File: config.mk
export PLATFORM = sky130hd
export DESIGN_NAME = trapezoid_feeder
export DESIGN_NICKNAME = d
export VERILOG_FILES = /design/src/rtl/trapezoid_feeder.sv
export SDC_FILE = /design/constraint.sdc
export NUM_CORES = 1
export LEC_CHECK = 0
export CORE_MARGIN = 3
export CORE_UTILIZATION = 60
export CTS_CLUSTER_DIAMETER = 50
export DETAILED_ROUTE_END_ITERATION = 10
export PLACE_DENSITY_LB_ADDON = 0.2
export SLEW_MARGIN = 20
export SYNTH_ARGS = -nofsm -noshare
export SYNTH_HDL_FRONTEND = slang
export SYNTH_SLANG_ARGS = --single-unit
File: constraint.sdc
create_clock -name clk -period 7.3 [get_ports clk]
set_input_delay 1.46 -clock clk [delete_from_list [all_inputs] [get_ports clk]]
set_output_delay 1.46 -clock clk [all_outputs]
set_load 0.02 [all_outputs]
File: src/rtl/trapezoid_feeder.sv
// trapezoid_feeder: queues trapezoid commands (four x/y vertex byte pairs each)
// and streams them to a renderer one vertex per cycle, waiting for the
// renderer's busy handshake between commands.
module trapezoid_feeder #(
    parameter int DEPTH   = 4,   // queued commands, power of two (>= 2)
    parameter int TIMEOUT = 16   // cycles the renderer has to raise busy
) (
    input  logic                     clk,
    input  logic                     reset,
    input  logic                     wr_en,
    input  logic [31:0]              wr_x,
    input  logic [31:0]              wr_y,
    input  logic                     busy,
    output logic                     nt,
    output logic [7:0]               xi,
    output logic [7:0]               yi,
    output logic                     full,
    output logic                     empty,
    output logic [$clog2(DEPTH):0]   level,
    output logic                     ovf,
    output logic                     err
);

    localparam int AW = $clog2(DEPTH);
    localparam int LW = AW + 1;
    localparam int CW = $clog2(TIMEOUT) + 1;

    typedef enum logic [1:0] {IDLE, SEND, ACK, DRAIN} state_t;

    state_t          state;
    logic [63:0]     mem [DEPTH];
    logic [AW-1:0]   wr_ptr;
    logic [AW-1:0]   rd_ptr;
    logic [63:0]     head;
    logic [63:0]     send_reg;
    logic [1:0]      idx;
    logic [CW-1:0]   cnt;
    logic            push;
    logic            pop;

    // Vertex byte i of a 32-bit word, byte 0 being the most significant.
    function automatic logic [7:0] byte_of(input logic [31:0] w, input logic [1:0] i);
        logic [7:0] b;
        case (i)
            2'd0:    b = w[31:24];
            2'd1:    b = w[23:16];
            2'd2:    b = w[15:8];
            default: b = w[7:0];
        endcase
        return b;
    endfunction

    assign full  = (level == LW'(DEPTH));
    assign empty = (level == '0);
    // A push into a full FIFO is dropped even if a pop frees a slot on the same edge.
    assign push  = wr_en && !full;
    assign pop   = (state == IDLE) && !empty && !busy;
    assign head  = mem[rd_ptr];

    // Command storage; contents are don't-care while the FIFO is empty, so no reset.
    always_ff @(posedge clk) begin
        if (push) begin
            mem[wr_ptr] <= {wr_x, wr_y};
        end
    end

    // FIFO pointers, occupancy and the sticky overflow flag.
    always_ff @(posedge clk or posedge reset) begin
        if (reset) begin
            wr_ptr <= '0;
            rd_ptr <= '0;
            level  <= '0;
            ovf    <= 1'b0;
        end else begin
            if (push) begin
                wr_ptr <= wr_ptr + AW'(1);
            end
            if (pop) begin
                rd_ptr <= rd_ptr + AW'(1);
            end
            if (wr_en && full) begin
                ovf <= 1'b1;
            end
            case ({push, pop})
                2'b10:   level <= level + LW'(1);
                2'b01:   level <= level - LW'(1);
                default: ;
            endcase
        end
    end

    // Snapshot of the command being streamed, captured as it leaves the FIFO.
    always_ff @(posedge clk) begin
        if (pop) begin
            send_reg <= head;
        end
    end

    // Renderer handshake FSM with registered strobe and vertex outputs.
    always_ff @(posedge clk or posedge reset) begin
        if (reset) begin
            state <= IDLE;
            idx   <= '0;
            cnt   <= '0;
            nt    <= 1'b0;
            xi    <= '0;
            yi    <= '0;
            err   <= 1'b0;
        end else begin
            case (state)
                IDLE: begin
                    nt <= 1'b0;
                    if (pop) begin
                        // First vertex comes straight from the FIFO head so it
                        // appears in the first SEND cycle together with nt.
                        state <= SEND;
                        idx   <= '0;
                        nt    <= 1'b1;
                        xi    <= head[63:56];
                        yi    <= head[31:24];
                    end
                end
                SEND: begin
                    nt <= 1'b0;
                    if (idx == 2'd3) begin
                        state <= ACK;
                        cnt   <= '0;
                    end else begin
                        idx <= idx + 2'd1;
                        xi  <= byte_of(send_reg[63:32], idx + 2'd1);
                        yi  <= byte_of(send_reg[31:0], idx + 2'd1);
                    end
                end
                ACK: begin
                    if (busy) begin
                        state <= DRAIN;
                    end else if (cnt == CW'(TIMEOUT - 1)) begin
                        state <= IDLE;
                        err   <= 1'b1;
                    end else begin
                        cnt <= cnt + CW'(1);
                    end
                end
                default: begin
                    if (!busy) begin
                        state <= IDLE;
                    end
                end
            endcase
        end
    end

endmodule

==> results by group <==
Run status
  – Status: complete, no violations

Worst setup path
  – CP startpoint kind: input pin
  – R2R Setup Slk: approximately 4.2 ns
  – Crit end category: register
  – Worst EP arrival: 4.47 ns
  – Critical path class: input pin to register
  – CP Max Fanout: 65
  – Required @ worst endpoint: 7.73 ns

Synthesis
  – Ys flop type: edfxtp_1
  – Post-Syn Instances: 668
  – Post-synth EDFFs: 320
  – Netlist cell types: 47
  – Post-Syn Nets: ~750
  – Synth async-reset ratio: 0.0986
  – #FFs+latches synth: around 360
  – Ys Warns: 0
  – Mean Syn Cell Area: 20.3 um^2
  – Post-synthesis sequential area ratio: 0.775
  – Mapped Area: 13500 um^2

Clocking
  – Worst skew pair latency: 0.51 ns
  – Cts bufs inserted: 36
  – # clock sinks: 355
  – TritonCTS clock tree: built
  – CTS resizes: 0
  – Root Buffer: clkbuf_16
  – CTS max path bufs: 3
  – Post-CTS Hold Fix Bufs: 0
  – Clock-pin slew on the worst setup and hold paths: roughly 0.060 ns
  – H-tree levels: 2
  – Setup Buffers After CTS: 0

Floorplan
  – # IOs: 92
  – Chip width: 156 um
  – Core area: 22000 um^2
  – Full die area: around 24000 um^2
  – Cell Rows: 54
  – Die height: 156 um
  – Starting Density: 0.615

Timing
  – Slew Viols, Final: 0
  – Setup_tns: 0 ns
  – Worst-Margin Slew: 1.04 ns
  – Post-route clock period utilization: 0.553
  – Final worst setup slack: between 3 and 4 ns
  – Min Tclk post-route: 4.04 ns
  – Unrepaired setup endpoints after global routing: no
  – Slew Limit Headroom: 0.307
  – Fin Clk Skew: 0.0158 ns
  – Final hold vios: 0
  – Fmax: 0.248 GHz
  – Final Setup Violations: 0

Placement
  – RePlAce Congestion: 0.750
  – HPWL Detailed: between 10 and 15 mm
  – Port Buffers: 91
  – Place WS: 2.74 ns

Run
  – # Max-Cap Violations: 0

Global routing
  – Number of global-route vias before repair: 7027
  – Pin count of the biggest net entering global routing: 66
  – First-pass GRT wire length: 40.7 mm
  – Initial antenna violation count: 1
  – Total Routing Usage GR: 0.222
  – Remaining global-route overflow: 0

Drt
  – WL final: 26.2 mm
  – Via count: 6743
  – DR iter-0 viols: ~500
  – WL/cell: between 20 and 25 um
  – Post-route ant nets: 0
  – DRT Pass-1 Iters: 7
  – Remaining design rule violation count: 0
  – Vias per cell: 6.23

Cells and area
  – Layout area overhead: 17.5%
  – Layout cells sized above 1: 0.187
  – Max reg flops: 256
  – Final net count: 860

Power and ir drop
  – Leak pwr: 5.38 nW
  – Max VDD drop: 251 uV
  – Total power: 0.00678 W
  – P per Cell Area: 426 nW/um^2

Worst hold path
  – Min-Delay Path Class: register to register
[kinds of logic after synthesis]
group | after synthesis | synth area share
buffers and inverters | 65 | 0.0237
DFF | 355 | 0.775
xor gates and xnor gates | 6 | 0.00388
muxes | 69 | 0.110
and+or+nand+nor | 48 | 0.0194
adders and majority gates | 17 | 0.0163
AOI/OAI and AO/OA | 108 | 0.0519
[where the power goes]
part	total, W	internal (W)	switching [W]
combinational	0.00183	0.000780	0.00105
clock	0.00186	0.00112	0.000733
sequential	0.00309	0.00285	0.000234
[critical path, cell delays in order]
cell and delay, ns:
clkdlybuf4s50_1 0.59, nor2_1 0.30, nand2_1 0.17, inv_2 0.07, buf_4 0.69, ha_1 0.32, inv_1 0.07, fa_1 0.37
xor2_1 0.15, nor2_1 0.11, xor2_1 0.16
[through the flow]
step	std cells	util	hold slack, ns	instance area [um^2]
2_1_floorplan	668	-	0.482	13500
3_3_place_gp	1017	0.667	0.440	14700
3_5_place_dp	1017	0.667	0.452	14700
4_1_cts	1082	0.722	0.466	15900
5_1_grt	1083	0.722	0.482	15900
6_report	1083	0.722	0.469	15900
[final timing paths]
check | start | endpoint | depth (start not counted)
min reg2reg | ovf$_DFFE_PP0P_ | ovf$_DFFE_PP0P_ | 1
max | busy | level[2]$_DFFE_PP0P_ | 11
max reg2reg | level[2]$_DFFE_PP0P_ | level[2]$_DFFE_PP0P_ | 11
max in group asynchronous | reset | rd_ptr[0]$_DFFE_PP0P_ | 3
min in group asynchronous | reset | level[2]$_DFFE_PP0P_ | 3
min | ovf$_DFFE_PP0P_ | ovf$_DFFE_PP0P_ | 1
[Yosys cell counts, types with 5 or more instances]
| library cell | count | share of area |
|---|---|---|
| buf_2 | 10 | 0.0037 |
| a221oi_1 | 16 | 0.010 |
| buf_6 | 5 | 0.0042 |
| a22oi_1 | 16 | 0.0089 |
| buf_4 | 6 | 0.0033 |
| ha_1 | 16 | 0.015 |
| nor2_1 | 21 | 0.0058 |
| o21ai_0 | 7 | 0.0026 |
| nand2_1 | 7 | 0.0019 |
| mux4_2 | 64 | 0.11 |
| nand3_1 | 5 | 0.0018 |
| dfrtp_1 | 35 | 0.065 |
| inv_1 | 32 | 0.0089 |
| a21oi_1 | 53 | 0.020 |
| edfxtp_1 | 320 | 0.71 |
[cells in the final DEF (no fill, tap or decap), drive strengths merged, types with 3 or more instances in the layout]
cell type	instances
o21ai	8
inv	33
xnor2	4
mux2i	3
a221oi	16
nand2	7
nor2	21
dfrtp	35
a21oi	56
buf	10
ha	16
clkinv	17
bufinv	4
clkbuf	44
and2	4
a22oi	16
nand3	5
edfxtp	320
mux4	64
clkdlybuf4s50	91
[per-layer routing]
metal / GRT usage / share of wire
met1: 0.317 / 0.42
met2: 0.358 / 0.50
met3: 0.0394 / 0.062
met4: 0.0692 / 0.020
met5: 0 / 0
[layout make-up]
class,count,area (um^2)
flip-flops and latches,355,10500
fillers,1271,6120
multi-input cells,248,2740
clock buffers,44,1000
repair buffers,101,986
well taps,280,350
clock inverters,21,216
inverters,33,124
diodes,1,2.50
Note: power is estimated with default switching activity, not from simulation.
